<file path="src/rtl/keypad_bcd_entry_pkg.sv">
// Shared types and constants for the keypad BCD preset entry path:
// scan FSM states, special key codes and the row/column-to-code map.
package keypad_bcd_entry_pkg;

  typedef enum logic [1:0] {
    ST_SCAN,
    ST_DEB,
    ST_HELD
  } scan_state_t;

  localparam logic [3:0] KEY_STAR = 4'hE;
  localparam logic [3:0] KEY_HASH = 4'hF;
  localparam logic [3:0] KEY_B    = 4'hB;

  // Indexed by {row, col}; entry 0 is row0/col0 ("1").
  localparam logic [15:0][3:0] KEY_MAP = {
    4'hD, 4'hF, 4'h0, 4'hE,
    4'hC, 4'h9, 4'h8, 4'h7,
    4'hB, 4'h6, 4'h5, 4'h4,
    4'hA, 4'h3, 4'h2, 4'h1
  };

endpackage

</file>
<file path="src/rtl/keypad_bcd_entry_scan.sv">
// 4x4 keypad scanner: tick divider, column synchronizer, row rotation and
// press/release debounce. Emits a one-cycle key_valid with the key code.
module keypad_scan
  import keypad_bcd_entry_pkg::*;
#(
  parameter int SCAN_DIV       = 17,
  parameter int DEBOUNCE_SCANS = 4
) (
  input  logic       clk,
  input  logic       reset,
  input  logic [3:0] key_col,
  output logic [3:0] key_row,
  output logic       key_vld_p0,
  output logic [3:0] key_code_p0,
  output logic       key_valid,
  output logic [3:0] key_code
);

  localparam int CNT_W = $clog2(DEBOUNCE_SCANS + 1);
  localparam logic [CNT_W-1:0] CNT_ONE  = CNT_W'(1);
  localparam logic [CNT_W-1:0] CNT_LAST = CNT_W'(DEBOUNCE_SCANS);

  logic [SCAN_DIV-1:0] div;
  logic                tick;
  logic [3:0]          col_p0, col_p1;
  scan_state_t         state, state_nxt;
  logic [1:0]          row_idx, row_idx_nxt;
  logic [1:0]          col_idx, col_idx_nxt;
  logic [CNT_W-1:0]    cnt, cnt_nxt;
  logic [1:0]          col_first;
  logic                col_hit;

  assign tick    = &div;
  assign key_row = ~(4'b0001 << row_idx);
  assign col_hit = ~col_p1[col_idx];

  always_comb begin
    col_first = 2'd0;
    for (int i = 3; i >= 0; i--) begin
      if (!col_p1[i]) col_first = 2'(i);
    end
  end

  always_comb begin
    state_nxt   = state;
    row_idx_nxt = row_idx;
    col_idx_nxt = col_idx;
    cnt_nxt     = cnt;
    key_vld_p0  = 1'b0;
    if (tick) begin
      unique case (state)
        ST_SCAN: begin
          if (col_p1 == 4'hF) begin
            row_idx_nxt = row_idx + 2'd1;
          end else begin
            col_idx_nxt = col_first;
            if (DEBOUNCE_SCANS <= 1) begin
              key_vld_p0 = 1'b1;
              state_nxt  = ST_HELD;
              cnt_nxt    = '0;
            end else begin
              state_nxt = ST_DEB;
              cnt_nxt   = CNT_ONE;
            end
          end
        end
        ST_DEB: begin
          if (!col_hit) begin
            state_nxt   = ST_SCAN;
            row_idx_nxt = row_idx + 2'd1;
          end else if (cnt + CNT_ONE == CNT_LAST) begin
            key_vld_p0 = 1'b1;
            state_nxt  = ST_HELD;
            cnt_nxt    = '0;
          end else begin
            cnt_nxt = cnt + CNT_ONE;
          end
        end
        ST_HELD: begin
          // Release count restarts whenever the key reads low again.
          if (col_hit) begin
            cnt_nxt = '0;
          end else if (cnt + CNT_ONE == CNT_LAST) begin
            state_nxt   = ST_SCAN;
            row_idx_nxt = row_idx + 2'd1;
            cnt_nxt     = '0;
          end else begin
            cnt_nxt = cnt + CNT_ONE;
          end
        end
        default: state_nxt = ST_SCAN;
      endcase
    end
  end

  assign key_code_p0 = KEY_MAP[{row_idx, col_idx_nxt}];

  // Stage p0 -> p1: synchronizer, FSM state and registered key strobe.
  always_ff @(posedge clk) begin
    if (!reset) begin
      div       <= '0;
      col_p0    <= 4'hF;
      col_p1    <= 4'hF;
      state     <= ST_SCAN;
      row_idx   <= 2'd0;
      col_idx   <= 2'd0;
      cnt       <= '0;
      key_valid <= 1'b0;
      key_code  <= 4'h0;
    end else begin
      div       <= div + 1'b1;
      col_p0    <= key_col;
      col_p1    <= col_p0;
      state     <= state_nxt;
      row_idx   <= row_idx_nxt;
      col_idx   <= col_idx_nxt;
      cnt       <= cnt_nxt;
      key_valid <= key_vld_p0;
      if (key_vld_p0) key_code <= key_code_p0;
    end
  end

endmodule

</file>
<file path="src/rtl/keypad_bcd_entry.sv">
// Keypad BCD preset entry: 3-digit shift-in register with clear (*) and load (#).
// Define KEYPAD_BACKSPACE_EN to make key B delete the most recent digit.
module keypad_bcd_entry
  import keypad_bcd_entry_pkg::*;
#(
  parameter int SCAN_DIV       = 17,
  parameter int DEBOUNCE_SCANS = 4
) (
  input  logic       clk,
  input  logic       reset,
  input  logic [3:0] key_col,
  output logic [3:0] key_row,
  output logic [3:0] digit2,
  output logic [3:0] digit1,
  output logic [3:0] digit0,
  output logic       load,
  output logic       key_valid,
  output logic [3:0] key_code,
  output logic [1:0] entry_cnt
);

  logic       key_vld_p0;
  logic [3:0] key_code_p0;

  keypad_scan #(
    .SCAN_DIV      (SCAN_DIV),
    .DEBOUNCE_SCANS(DEBOUNCE_SCANS)
  ) u_scan (
    .clk        (clk),
    .reset      (reset),
    .key_col    (key_col),
    .key_row    (key_row),
    .key_vld_p0 (key_vld_p0),
    .key_code_p0(key_code_p0),
    .key_valid  (key_valid),
    .key_code   (key_code)
  );

  // Stage p0 -> p1: key action lands on the same edge that raises key_valid.
  always_ff @(posedge clk) begin
    if (!reset) begin
      digit2    <= 4'd0;
      digit1    <= 4'd0;
      digit0    <= 4'd0;
      entry_cnt <= 2'd0;
      load      <= 1'b0;
    end else begin
      load <= 1'b0;
      if (key_vld_p0) begin
        if (key_code_p0 <= 4'd9) begin
          if (entry_cnt == 2'd0) begin
            digit2 <= 4'd0;
            digit1 <= 4'd0;
          end else begin
            digit2 <= digit1;
            digit1 <= digit0;
          end
          digit0 <= key_code_p0;
          if (entry_cnt != 2'd3) entry_cnt <= entry_cnt + 2'd1;
        end else if (key_code_p0 == KEY_STAR) begin
          digit2    <= 4'd0;
          digit1    <= 4'd0;
          digit0    <= 4'd0;
          entry_cnt <= 2'd0;
        end else if (key_code_p0 == KEY_HASH) begin
          load      <= 1'b1;
          entry_cnt <= 2'd0;
        end else if (key_code_p0 == KEY_B) begin
`ifdef KEYPAD_BACKSPACE_EN
          if (entry_cnt != 2'd0) begin
            digit0    <= digit1;
            digit1    <= digit2;
            digit2    <= 4'd0;
            entry_cnt <= entry_cnt - 2'd1;
          end
`endif
        end
      end
    end
  end

endmodule
</file>
<file path="config.mk">
export PLATFORM = sky130hd
export DESIGN_NAME = keypad_bcd_entry
export DESIGN_NICKNAME = d
export VERILOG_FILES = /design/src/rtl/keypad_bcd_entry_pkg.sv /design/src/rtl/keypad_bcd_entry_scan.sv /design/src/rtl/keypad_bcd_entry.sv
export SDC_FILE = /design/constraint.sdc
export NUM_CORES = 1
export LEC_CHECK = 0
export BUFFER_PORTS_ARGS = -buffer_cell sky130_fd_sc_hd__buf_2
export CORE_ASPECT_RATIO = 1.4
export CORE_UTILIZATION = 42
export DETAILED_ROUTE_END_ITERATION = 6
export PLACE_DENSITY = 0.61
export SYNTH_ARGS = -nofsm -noshare
export SYNTH_HDL_FRONTEND = slang
export SYNTH_HIERARCHICAL = 1
export SYNTH_SLANG_ARGS = --single-unit
</file>
<file path="constraint.sdc">
create_clock -name clk -period 4.4 [get_ports clk]
set_input_delay 0.44 -clock clk [delete_from_list [all_inputs] [get_ports clk]]
set_output_delay 0.44 -clock clk [all_outputs]
set_load 0.02 [all_outputs]
</file>
==> impl_metrics.tcl <==
set metrics [dict create \
    timing.critical_path.cells "nand4_1 -> nor4_1 -> and2_1 -> ha_1 -> nand2_1 -> mux2i_1 -> a21oi_1 -> inv_1 -> ha_1 -> mux4_2 -> o21ai_1 -> o21a_1 -> o22ai_1" \
    post_synthesis_net_count 322 \
    cts_buffer_depth 2 \
    switching_share_pct 22.33 \
    antenna_cells 0 \
    total_clock_sinks 54 \
    fill_cells 604 \
    timing.critical_path.mode_cell "ha_1" \
    finalPower_mw 0.8140 \
    min-delay-path-class "input pin to register" \
    design_area_sq_um 2947 \
    globalRouteTotalUtil_pct 16.18 \
    postSynthRegisterBits 54 \
    deepest_level_of_the_cts_h_tree 2 \
    timing.final.hold_violations 0 \
    area_growth_pct 10.41 \
    skew_ns 0.007216 \
    cts_root_buf "clkbuf_8" \
    placement.io_buffers 29 \
    combinational_family_with_the_most_area_after_synthesis "simple AND/OR/NAND/NOR gates" \
    synth_top_area_share_pct 40.51 \
    seq_area_sq_um 1081 \
    floorplan.die_area_sq_um 6682 \
    yosys.cell_types.count 55 \
    p_int_mw 0.6322 \
    max_cap_viol_count 0 \
    detail_route.drc_violations 0 \
    detail_route.wl_per_cell_um 12.53 \
    worst_path_dominant_cell_family "compound AO/OA/AOI/OAI gates" \
    static-leakage-power_nw 1.204 \
    vias_per_cell 5.192 \
    critical_path_buf_inv_count 1 \
    synth.yosys.warnings 6 \
    seq_area_frac_synth_pct 40.51 \
    syn_inst 296 \
    power_density_nw_per_um2 276.2 \
    combPwrFrac_pct 2.6 \
    clk_latency_ns 0.30 \
    worstSetupPathType "register to register" \
    synth_async_sr_flop_share_pct 0 \
    totalWireLength_um 4963 \
    floorplan.io_pins 30 \
    antenna_violating_nets_post_route 0 \
    layout.nets 349 \
    yosys.area_share.xor_xnor_pct 3.610 \
    post_route_clock_period_utilization_pct 86.07 \
    synth_edf_count 0 \
    grt_overflow_total 0 \
    yosys.area_share.adder_pct 9.376 \
    detailed_place_hpwl_um 3696 \
    start_util_pct 43.27 \
    post-cts-setup-buffer-count 0 \
    nature_of_the_critical_path_startpoint "register" \
    first_global_vias 1965 \
    utilization_pct 47.77 \
    top_flip_flop_cell_by_instance_count_after_synthesis "dfxtp_1" \
    slew_headroom_pct 48.70 \
    die_width_um 69.37 \
    antenna_found_initial 0 \
    layout_cell_share_with_drive_strength_beyond_1_pct 16.67 \
    synth_top_cell_by_area "dfxtp_1" \
    worst_ep_arrival_time_ns 3.98 \
    cts_tree "built" \
    grt_pass1_wl_um 8700 \
    worst_path_largest_cell_delay_ns 0.53 \
    report.final.setup_viol 0 \
    die_y_um 96.32 \
    fp.coreArea_sq_um 6168 \
    power_frac_clock_pct 36.1 \
    timing_worst_slew_pin_value_ns 0.7630 \
    synth.cell_area_sq_um 2669 \
    fmax_mhz 264.1 \
    clk_transition_reported_paths_ns 0.10 \
    worst_ep_required_ns 4.59 \
    grt_start_max_net_pins 43 \
    via_count 2056 \
    setup_tns_ns 0 \
    fraction_of_the_mapped_netlist_area_in_compound_gates_pct 12.42 \
    synth.mux.area_fraction_pct 5.954 \
    ctsResizeCount 0 \
    dpl-instance-area_sq_um 2848 \
    power.sequential.fraction_pct 61.2 \
    final_critical_path_required_period_ns 3.787 \
    critical_path.max_fanout 10 \
    mostFrequentLayoutCells "54 x dfxtp_1, 39 x nand2_1, 29 x buf_2" \
    setup.worst_path.end_class "register" \
    worst_ir_drop_vdd_mv 0.1368 \
    finalWeightedCongestion 0.7921 \
    final_max_slew_viol_count 0 \
    hold_buffers 0 \
    multi_input_area_sq_um 1453 \
    std_cell_rows 34 \
    detailedRoute.firstIterationViolations 39 \
    net-switching-power_mw 0.1818 \
    synthTopCellsByArea "dfxtp_1 41%, ha_1 9.4%, nand2_1 5.5%" \
    setup_repair_after_global_routing_missed_its_margin "false" \
    final_common_cell "dfxtp_1" \
    synth.avg_cell_area_sq_um 9.016 \
    slowest_stage "mux4_2" \
    drt_pass1_iterations 4 \
    cts_made_buffers 5 \
    run_status "completed" \
    post_synth_and_or_nand_nor_area_fraction_pct 23.07 \
]
-- metal layers --
layer / global-route usage [%] / wire length [um]
met5: 0 / 0
met4: 5.612 / 71
met3: 3.037 / 163
met2: 31.55 / 2641
met1: 17.35 / 2087
-- worst register-to-register path, delay by kind of cell (launching register included) --
kind                     cells  cell delay (ns)
AO/OA/AOI/OAI                4             1.10
adder cells (fa/ha/maj)      2             0.41
buffers and inverters        1             0.16
flip-flops                   1             0.42
multiplexers                 2             0.66
AND/OR/NAND/NOR              4             0.93
-- layout make-up --
cell class / instances / area share, %
Clock buffer: 6 / 2.803
Tap cell: 72 / 3.057
Multi-Input combinational cell: 212 / 49.30
Inverter: 21 / 2.675
Timing Repair Buffer: 29 / 4.926
Clock inverter: 2 / 0.5520
Sequential cell: 54 / 36.69
-- through the flow --
| step | worst slack, ns | cells | hold WS, ns |
|---|---|---|---|
| after floorplan | 1.219 | 296 | 0.3863 |
| final | 0.6130 | 396 | 0.3069 |
| after detailed placement | 0.6492 | 388 | 0.3951 |
| after CTS | 0.6183 | 396 | 0.2972 |
| after global routing | 0.2299 | 396 | 0.3010 |
| after global placement | 0.7192 | 388 | 0.3879 |
-- logic make-up after synthesis --
group	count (synthesis)
compound gates	50
xor+xnor	11
flops	54
buf+inv	30
mux	13
fa+ha+maj	20
simple gates	118
-- power groups by stage --
stage               combinational [mW]  sequential [mW]  clock, mW
floorplan                       0.0178            0.509          0
global placement                0.0218            0.510          0
detailed placement              0.0221            0.510          0
CTS                             0.0222            0.498      0.309
global route                    0.0252            0.499      0.325
finish                          0.0215            0.498      0.294
-- final timing paths --
check / slack [ns] / startpoint / end / depth (start not counted)
max: 0.61 / u_scan/div[8] / digit2[3] / 13
max reg2reg: 0.61 / u_scan/div[8] / digit2[3] / 13
min reg2reg: 0.41 / u_scan/col_p0[2] / u_scan/col_p1[2] / 1
min: 0.31 / key_col[3] / u_scan/col_p0[3] / 2
-- cells in the mapped netlist, types with 2 or more instances --
cell type,n
a31oi_1,2
mux4_2,2
o21ai_0,9
and2_1,4
o32ai_1,2
mux2_2,3
xnor2_1,5
nand4_1,6
or3_1,6
nand3_1,10
nand3b_1,3
or2b_2,2
o22ai_1,12
nand2b_1,8
a21oi_1,9
o211ai_1,2
buf_6,2
inv_1,21
nor2_1,23
dfxtp_1,54
nor4_1,2
ha_1,20
xor2_1,6
clkbuf_1,3
buf_2,3
a21boi_0,3
mux2i_1,8
nand2_1,39
-- state kept, by name (all words and copies together) (netlist names), 3 cells and up --
| name | count |
|---|---|
| u_scan/div | 17 |
| u_scan/col_p0 | 4 |
| u_scan/cnt | 3 |
| u_scan/col_p1 | 4 |
| u_scan/key_code | 4 |
| digit0 | 4 |
| digit1 | 4 |
| digit2 | 4 |
(Power assumes the default switching activity.)
